File: config.mk
export PLATFORM = sky130hd
export DESIGN_NAME = text_console_writer
export DESIGN_NICKNAME = d
export VERILOG_FILES = /design/src/rtl/text_console_writer.sv
export SDC_FILE = /design/constraint.sdc
export NUM_CORES = 1
export LEC_CHECK = 0
export BUFFER_PORTS_ARGS = -buffer_cell sky130_fd_sc_hd__buf_2
export CELL_PAD_IN_SITES_DETAIL_PLACEMENT = 0
export CELL_PAD_IN_SITES_GLOBAL_PLACEMENT = 1
export CORE_MARGIN = 1.5
export CORE_UTILIZATION = 48
export CTS_CLUSTER_SIZE = 12
export DETAILED_ROUTE_END_ITERATION = 16
export PLACE_DENSITY = 0.89
export SYNTH_ARGS = -nofsm -noshare
export SYNTH_HDL_FRONTEND = slang
export SYNTH_SLANG_ARGS = --single-unit
File: constraint.sdc
create_clock -name clk -period 6.9 [get_ports clk]
set_clock_uncertainty 0.05 [all_clocks]
set_input_delay 1.38 -clock clk [delete_from_list [all_inputs] [get_ports clk]]
set_output_delay 1.38 -clock clk [all_outputs]
set_load 0.02 [all_outputs]
File: src/rtl/text_console_writer.sv
// Character-stream text console writer: turns printable characters and the
// LF/CR/BS/FF control codes into single-cell writes and line/screen clears.
module text_console_writer #(
   parameter int unsigned COLUMNS = 80,
   parameter int unsigned ROWS    = 30,
   parameter logic [7:0]  BLANK   = 8'h20
) (
   input  logic        clk,
   input  logic        rst_n,
   input  logic        i_valid,
   input  logic [7:0]  i_char,
   output logic        o_ready,
   output logic        o_we,
   output logic [11:0] o_addr,
   output logic [7:0]  o_data,
   output logic [6:0]  o_col,
   output logic [4:0]  o_row
);

   localparam int unsigned AW    = 12;
   localparam int unsigned CW    = 7;
   localparam int unsigned RW    = 5;
   localparam int unsigned CELLS = ROWS * COLUMNS;

   localparam logic [7:0] CH_BS = 8'h08;
   localparam logic [7:0] CH_LF = 8'h0A;
   localparam logic [7:0] CH_FF = 8'h0C;
   localparam logic [7:0] CH_CR = 8'h0D;

   typedef enum logic [1:0] {
      CLR_ALL  = 2'd0,
      IDLE     = 2'd1,
      PUT      = 2'd2,
      CLR_LINE = 2'd3
   } state_t;

   state_t          state_q;
   logic [CW-1:0]   col_q;
   logic [RW-1:0]   row_q;
   logic [7:0]      char_q;
   logic [AW-1:0]   cnt_q;
   logic            we_q;
   logic [AW-1:0]   addr_q;
   logic [7:0]      data_q;
   logic            ready_q;

   logic [AW-1:0]   line_base;
   logic [AW-1:0]   cur_addr;
   logic [RW-1:0]   row_inc;
   logic            col_last;
   logic            in_print;
   logic            q_print;

   function automatic logic is_print(input logic [7:0] ch);
      return (ch >= 8'h20) && (ch <= 8'h7E);
   endfunction

   // Cursor address and row-advance helpers derived from the cursor registers.
   assign line_base = AW'(row_q * COLUMNS);
   assign cur_addr  = line_base + AW'(col_q);
   assign row_inc   = (row_q == RW'(ROWS - 1)) ? '0 : row_q + RW'(1);
   assign col_last  = (col_q == CW'(COLUMNS - 1));
   assign in_print  = is_print(i_char);
   assign q_print   = is_print(char_q);

   // Outputs are registered alongside the state so the write strobe lines up
   // with the cycle the state register describes (PUT, or each clear cycle).
   always_ff @(posedge clk) begin
      if (!rst_n) begin
         state_q <= CLR_ALL;
         col_q   <= '0;
         row_q   <= '0;
         char_q  <= '0;
         cnt_q   <= '0;
         we_q    <= 1'b0;
         addr_q  <= '0;
         data_q  <= BLANK;
         ready_q <= 1'b0;
      end else begin
         we_q <= 1'b0;
         case (state_q)
            IDLE: begin
               if (i_valid && ready_q) begin
                  char_q  <= i_char;
                  ready_q <= 1'b0;
                  state_q <= PUT;
                  if (in_print) begin
                     we_q   <= 1'b1;
                     addr_q <= cur_addr;
                     data_q <= i_char;
                  end else if ((i_char == CH_BS) && (col_q != '0)) begin
                     we_q   <= 1'b1;
                     addr_q <= cur_addr - AW'(1);
                     data_q <= BLANK;
                  end
               end
            end

            PUT: begin
               ready_q <= 1'b1;
               state_q <= IDLE;
               if (q_print) begin
                  if (col_last) begin
                     col_q   <= '0;
                     row_q   <= row_inc;
                     cnt_q   <= '0;
                     ready_q <= 1'b0;
                     state_q <= CLR_LINE;
                  end else begin
                     col_q <= col_q + CW'(1);
                  end
               end else begin
                  case (char_q)
                     CH_LF: begin
                        col_q   <= '0;
                        row_q   <= row_inc;
                        cnt_q   <= '0;
                        ready_q <= 1'b0;
                        state_q <= CLR_LINE;
                     end
                     CH_CR: col_q <= '0;
                     CH_BS: begin
                        if (col_q != '0) col_q <= col_q - CW'(1);
                     end
                     CH_FF: begin
                        col_q   <= '0;
                        row_q   <= '0;
                        cnt_q   <= '0;
                        ready_q <= 1'b0;
                        state_q <= CLR_ALL;
                     end
                     default: ;
                  endcase
               end
            end

            // cnt_q is the column of the next blank to issue on the cursor row.
            CLR_LINE: begin
               if (cnt_q < AW'(COLUMNS)) begin
                  we_q   <= 1'b1;
                  addr_q <= line_base + cnt_q;
                  data_q <= BLANK;
                  cnt_q  <= cnt_q + AW'(1);
               end else begin
                  ready_q <= 1'b1;
                  state_q <= IDLE;
               end
            end

            // cnt_q is the next screen address to blank.
            CLR_ALL: begin
               if (cnt_q < AW'(CELLS)) begin
                  we_q   <= 1'b1;
                  addr_q <= cnt_q;
                  data_q <= BLANK;
                  cnt_q  <= cnt_q + AW'(1);
               end else begin
                  col_q   <= '0;
                  row_q   <= '0;
                  ready_q <= 1'b1;
                  state_q <= IDLE;
               end
            end

            default: begin
               cnt_q   <= '0;
               ready_q <= 1'b0;
               state_q <= CLR_ALL;
            end
         endcase
      end
   end

   assign o_ready = ready_q;
   assign o_we    = we_q;
   assign o_addr  = addr_q;
   assign o_data  = data_q;
   assign o_col   = col_q;
   assign o_row   = row_q;

endmodule
Word level (Yosys, flattened, before mapping)
Cells that the tools add are included.
{ "word_totals": {"reg_bits": 56, "latchBits": 0, "mem_bits_rw": 0, "romBits": 0, "out_inout_bits": 34, "memories": 0} }
{ "op_classes": {"n_addsub": 7, "n_mul": 1, "div_mod_pow": 0, "order_cmp": 6, "eq_ne": 21, "n_shift": 0, "muxes": 50, "n_bitwise": 0, "n_reduce_logical": 17} }
{ "op_table": {"columns": ["op", "n"], "rows": [
  ["$mux W12", 10],
  ["$pmux W12 S3", 2],
  ["$eq A8 B4 Y1 const B", 5],
  ["$mux W8", 5],
  ["$mux W7", 4],
  ["$pmux W7 S2", 2],
  ["$pmux W8 S3", 1],
  ["$mux W5", 4],
  ["$pmux W5 S2", 2],
  ["$ge A8 B6 Y1 const B", 2],
  ["$le A8 B7 Y1 const B", 2],
  ["$add A12 B1 Y12 const B", 1],
  ["$add A12 B12 Y12", 1],
  ["$add A12 B7 Y12", 1],
  ["$lt A12 B12 Y1 const B", 1],
  ["$lt A12 B7 Y1 const B", 1],
  ["$sub A12 B1 Y12 const B", 1],
  ["$mux W1", 11],
  ["$mux W2", 5],
  ["$ne A2 B2 Y1 const B", 5],
  ["$reduce_and A5 Y1", 2],
  ["$ne A3 B3 Y1 const B", 3],
  ["$mul A5 B3 Y8 const B", 1],
  ["$ne A4 B4 Y1 const B", 2],
  ["other kinds (22)", 28]
]} }

Depth between registers and ports, before layout
Gate-level depths: netlist of the first run.
{ "logic_depth": {"ltp_word": 7, "depth_mapped": 11} }

Worst setup path before layout of the first run
OpenSTA, ideal clock, no wires.
{ "synth_path": {"kind": "input -> register", "from": "input i_char[1]", "to": "register addr_q[4] (netlist: o_addr[4])", "arrival_time_ns": 3.126, "slack_ns": 3.596, "stages": 8, "n_path_buf": 2, "path_cell_list": "or4b_2 > a211o_1 > a21oi_1 > o21ai_0 > buf_2 > buf_2 > a21oi_1 > nor2_1"} }
{ "synth_via": {"elab_chain_cells": 5} }
{ "synth_rtl": {"columns": ["element", "line_no", "source"], "rows": [
  ["start, declared", "11", "input logic [7:0] i_char,"],
  ["$ge A8 B6 Y1 / $le A8 B7 Y1 (equally long branches)", "55", "return (ch >= 8'h20) && (ch <= 8'h7E);"],
  ["$logic_and A1 B1 Y1", "55", null],
  ["$mux W12", "87", "if (in_print) begin"],
  ["$mux W12", "83", "if (i_valid && ready_q) begin"],
  ["$pmux W12 S3", "81", "case (state_q)"],
  ["end signal, assigned", "89", "addr_q <= cur_addr;"],
  ["end signal, assigned", "93", "addr_q <= cur_addr - AW'(1);"],
  ["end signal, assigned", "141", "addr_q <= line_base + cnt_q;"],
  ["end, declared", "43", "logic [AW-1:0] addr_q;"]
]} }
Several ways; a longest one is shown, not always the timed one. The select of a mux whose other input is x is not followed.
A chain may end at the register's enable or synchronous reset.

Worst setup path in the final report of the first run
{ "layout_path": {"from": "input i_char[1]", "to": "register addr_q[11] (netlist: o_addr[11])"} }
The elaborated chain is that of the path after synthesis.

==> flow_summary.json, run 1 <==
{
  "cp.arrival_ns": 3.73,
  "place_congestion": 0.867,
  "clk_pin_slew_ns": 0.11,
  "clock_sinks": 56,
  "ys_types": 79,
  "r2r_start": "o_row[1]",
  "postCtsHoldBufs": 0,
  "grtUsageTotal": 0.240,
  "path_cells": "buf_2, or4b_2, a211o_1, a21oi_1, o21a_1, o21ai_0, a31oi_1, a21oi_1",
  "diodes": 0,
  "cp-startpoint": "i_char[1]",
  "insertion_delay_ns": 0.32,
  "cts_resized": 0,
  "p_leak_nw": 1.75,
  "synth_nets": 532,
  "crit_path_max_fanout": 19,
  "place_inst": 616,
  "status": "completed",
  "cp_common_cell": "a21oi_1",
  "grt_pass1_vias": 3450,
  "setup_violations": 0,
  "cp-start-kind": "input pin",
  "syn_area_per_cell_um2": 8.20,
  "netlist_area_um2": 4040,
  "synth_flop_cell": "dfxtp_1",
  "worst_ep_required_time_ns": 7.05,
  "worst_slew_pin_slew_ns": 0.900,
  "final_net_count": 558,
  "cts_buffers": 5,
  "min_period_ns": 3.58,
  "synth-seq-cells": 56,
  "rows": 33,
  "area_delta_synth_final_pct": 7.19,
  "viasPerCell": 6.05,
  "yosysSeqAreaShare": 0.278,
  "die_area_um2": 8970,
  "post-route-period-util": 0.518,
  "htreeDepth": 2,
  "clock-root-buffer": "clkbuf_8",
  "cts_tree": "yes",
  "clockBufferDepth": 2,
  "dp_slack_ns": 3.02,
  "drc": 0,
  "most-common-layout-cells": "dfxtp_1 (56), nand2_1 (52), buf_2 (44)",
  "finalHoldViolCount": 0,
  "ant_nets": 0,
  "drt_iter0_drc": 195,
  "crit_slowest_cell": "or4b_2",
  "grt.overflow.total": 0,
  "routed_wl_um": 10600,
  "peakVddDrop_mv": 0.0988,
  "setup_tns_ns": 0,
  "routedWlPerCell_um": 17.0,
  "grt_pass1_wl_um": 17000,
  "cp-end-kind": "flip-flop",
  "yosysWarnings": 0,
  "critPathTopFamily": "compound AO/OA/AOI/OAI gates",
  "final_common_cell": "dfxtp_1",
  "core_area_um2": 8180,
  "regToRegSetupSlack_ns": 3.56,
  "post-cts-setup-buffers": 0,
  "io-pin-count": 45,
  "power.density_nw_per_um2": 127,
  "netlist_instances": 492,
  "dp_hpwl_um": 7670,
  "dr.pass1.iters": 5,
  "synth-edff-count": 0,
  "cpPeakStageDelay_ns": 0.67,
  "fin_ws_ns": 3.32,
  "start_util": 0.494,
  "slew_headroom": 0.395,
  "ys_async_sr_fraction": 0,
  "die-height_um": 94.7,
  "fin_cells": 624,
  "cap_viol_max_count": 0,
  "antenna_found_initial": 0,
  "timing.critical_path.buf_inv": 1,
  "num_vias": 3774,
  "final_max_slew_viol_count": 0,
  "hold_start": "o_data[3]",
  "rsz0062_at_grt": "false",
  "fmax_mhz": 280,
  "io_buffers": 44,
  "grt_start_max_net_pins": 30,
  "die_x_um": 94.7,
  "worstSetupPathType": "input pin to flip-flop",
  "drive_gt1_frac": 0.162,
  "min_path_type": "flip-flop to flip-flop"
}
sequential cells by signal, indices dropped and copies added (netlist names):
name and count:
o_ready 1, o_we 1, cnt_q 12, char_q 8
o_addr 12, o_data 8, state_q 2, o_col 7
o_row 5
power by group:
| group | internal [W] | switching, W |
|---|---|---|
| combinational | 0.0000123 | 0.0000217 |
| sequential | 0.000326 | 0.00000229 |
| clock | 0.0000727 | 0.000116 |
final cells by class:
cell class | instances | area (um2)
inverter | 17 | 63.8
fill | 784 | 3850
clock buffer | 6 | 72.6
clock inverter | 2 | 16.3
timing repair buffer | 46 | 235
multi-input combinational | 392 | 2690
sequential | 56 | 1120
tap | 105 | 131
stage by stage:
| step | power, W | hold slack [ns] | util | instance area, um2 |
|---|---|---|---|---|
| CTS | 0.000553 | 0.413 | 0.529 | 4330 |
| global route | 0.000571 | 0.430 | 0.529 | 4330 |
| detailed placement | 0.000369 | 0.397 | 0.518 | 4240 |
| floorplan | 0.000358 | 0.391 | - | 4040 |
| global placement | 0.000369 | 0.390 | 0.518 | 4240 |
| finish | 0.000551 | 0.410 | 0.529 | 4330 |
worst reg2reg max path: cells and delay by family, from the launching register on:
family	cells	cell delay, ns
adder cells (fa/ha/maj)	4	1.32
XOR/XNOR	2	0.65
AO/OA/AOI/OAI	3	0.65
flip-flops	1	0.63
synthesized netlist by cell type, drive strengths merged, types with 8 or more instances:
cell type | count | area [um2]
dfxtp | 56 | 1120
nand2 | 53 | 201
a21oi | 43 | 215
nor2 | 33 | 131
nand3 | 32 | 165
o21ai | 32 | 164
ha | 26 | 325
inv | 17 | 63.8
xnor2 | 17 | 149
clkbuf | 14 | 63.8
buf | 12 | 92.6
o211ai | 11 | 82.6
a31oi | 9 | 56.3
and3 | 8 | 50.1
nor3 | 8 | 40.0
final timing paths:
kind                endpoint  depth (start not counted)
setup / recovery  o_addr[11]                          8
hold / removal     o_data[3]                          2
setup reg to reg   o_addr[9]                          9
hold reg to reg    o_data[3]                          2
per-layer routing:
metal / routed length (um) / up-vias / GRT usage / share of wire
li1: - / 1876 / - / -
met1: 4980 / 1789 / 0.328 / 0.47
met2: 5020 / 99 / 0.394 / 0.47
met3: 472 / 10 / 0.0395 / 0.045
met4: 118 / 0 / 0.0535 / 0.011
met5: 0 / - / 0 / 0
cells by family after synthesis:
logic type | after synthesis | synth area share
XOR/XNOR | 24 | 0.0521
adder cells (fa/ha/maj) | 29 | 0.0955
AO/OA/AOI/OAI | 155 | 0.272
multiplexers | 3 | 0.00775
AND/OR/NAND/NOR | 181 | 0.238
flip-flops | 56 | 0.278
buffers and inverters | 44 | 0.0567
Note: power is estimated with default switching activity, not from simulation.
==> run 2: changes to the inputs <==
Settings changed: CORE_UTILIZATION 48 to 44, PLACE_DENSITY 0.89 to 0.83.
Clock period 6.9 ns to 3.6 ns, I/O delays scaled along.
==> run 2 against run 1 <==
Clock power grew 100%; setup slack got worse by 2.9 ns; non-clock buffer count grew 7; clock-buffer cell count unchanged; highest routed layer unchanged; critical path depth rose by 1; largest power group unchanged; design area grew 1.5%; sequential share of layout area shrank 0.38 points; core utilization fell by 3.1 points; via count up 1.1%; global-route usage decreased by 1.2 points.
==> flow_summary.json, run 2 (synthesis gave the netlist of run 1 again) <==
{
  "io_buffers": 44,
  "seq_area_um2": 1120,
  "drive_gt1_frac": 0.175,
  "holdWs_ns": 0.408,
  "status": "completed",
  "clk_pin_slew_ns": 0.11,
  "drt_iter0_drc": 190,
  "place_area_um2": 4290,
  "worst_slew_pin_slew_ns": 0.867,
  "die-height_um": 98.8,
  "area_delta_synth_final_pct": 8.77,
  "cap_viol_max_count": 0,
  "insertion_delay_ns": 0.32,
  "start_util": 0.458,
  "die_area_um2": 9760,
  "most-common-layout-cells": "dfxtp_1 (56), nand2_1 (52), buf_2 (44)",
  "diodes": 0,
  "grtUsageTotal": 0.228,
  "p_leak_nw": 1.79,
  "htreeDepth": 2,
  "post-cts-setup-buffers": 0,
  "final_max_slew_viol_count": 0,
  "io-pin-count": 45,
  "total_power_w": 0.00108,
  "routedWlPerCell_um": 17.2,
  "n_fill_cell": 842,
  "num_vias": 3817,
  "grt.overflow.total": 0,
  "grt_pass1_vias": 3558,
  "viasPerCell": 6.02,
  "antenna_found_initial": 0,
  "crit_path_max_fanout": 9,
  "cts_tree": "yes",
  "setup_tns_ns": 0,
  "grt_start_max_net_pins": 28,
  "cts_buffers": 5,
  "worst_ep_required_time_ns": 3.81,
  "final_area_um2": 4390,
  "drc": 0,
  "place_inst": 626,
  "clock-root-buffer": "clkbuf_8",
  "peakVddDrop_mv": 0.160,
  "clockBufferDepth": 2,
  "routed_wl_um": 10900,
  "die_x_um": 98.8,
  "slew_headroom": 0.418,
  "rows": 34,
  "final_net_count": 565,
  "multi_input_area_um2": 2690,
  "cp-end-kind": "flip-flop",
  "cts_resized": 0,
  "rsz0062_at_grt": "false",
  "dr.pass1.iters": 6,
  "fmax_mhz": 319,
  "worstSetupPathType": "flip-flop to flip-flop",
  "core_area_um2": 8810,
  "postCtsHoldBufs": 0,
  "min_path_type": "flip-flop to flip-flop",
  "fin_cells": 634,
  "finalHoldViolCount": 0,
  "clock_sinks": 56,
  "place_congestion": 0.891,
  "post-route-period-util": 0.871,
  "cp-start-kind": "flip-flop",
  "dp_hpwl_um": 8100,
  "final_common_cell": "dfxtp_1",
  "ant_nets": 0,
  "power.density_nw_per_um2": 246,
  "grt_pass1_wl_um": 18100,
  "cp.arrival_ns": 3.35,
  "min_period_ns": 3.14,
  "setup_violations": 0
}
==> run 2: layer usage <==
metal,vias up,part of all wire,global-route usage
met5,-,0,0
li1,1886,-,-
met4,0,0.017,0.0560
met3,14,0.042,0.0291
met2,108,0.47,0.373
met1,1809,0.47,0.319
==> run 2: worst paths after layout <==
kind / start / endpoint / slack [ns] / depth (start not counted)
min reg2reg: o_data[6] / o_data[6] / 0.41 / 2
max: o_row[0] / o_addr[9] / 0.46 / 9
max reg2reg: o_row[0] / o_addr[9] / 0.46 / 9
min: o_data[6] / o_data[6] / 0.41 / 2
==> run 2: critical path: stages, from the launching register on <==
cell and delay (ns):
dfxtp_1 0.54, ha_1 0.34, ha_1 0.37, xor2_1 0.19, or4_4 0.50, nor2_4 0.16
mux2i_1 0.25, xnor2_1 0.08, a2111oi_0 0.44, a31o_1 0.15
==> run 2: layout make-up <==
class                           instances  area share
Clock inverter                          2     0.00313
Timing Repair Buffer                   53      0.0655
Sequential cell                        56       0.255
Tap cell                              108      0.0308
Multi-Input combinational cell        392       0.612
Clock buffer                            6      0.0188
Inverter                               17      0.0145
==> run 2: per-stage QoR <==
stage	utilization	setup WS [ns]
3_3_place_gp	0.488	0.482
2_1_floorplan	-	0.584
3_5_place_dp	0.488	0.442
6_report	0.499	0.463
5_1_grt	0.499	0.317
4_1_cts	0.499	0.454
==> run 2: power breakdown <==
group / internal [W] / total, W / leakage, nW / switching (W)
combinational: 0.0000243 / 0.0000659 / 1.29 / 0.0000416
sequential: 0.000624 / 0.000629 / 0.452 / 0.00000464
clock: 0.000158 / 0.000385 / 0.0516 / 0.000227
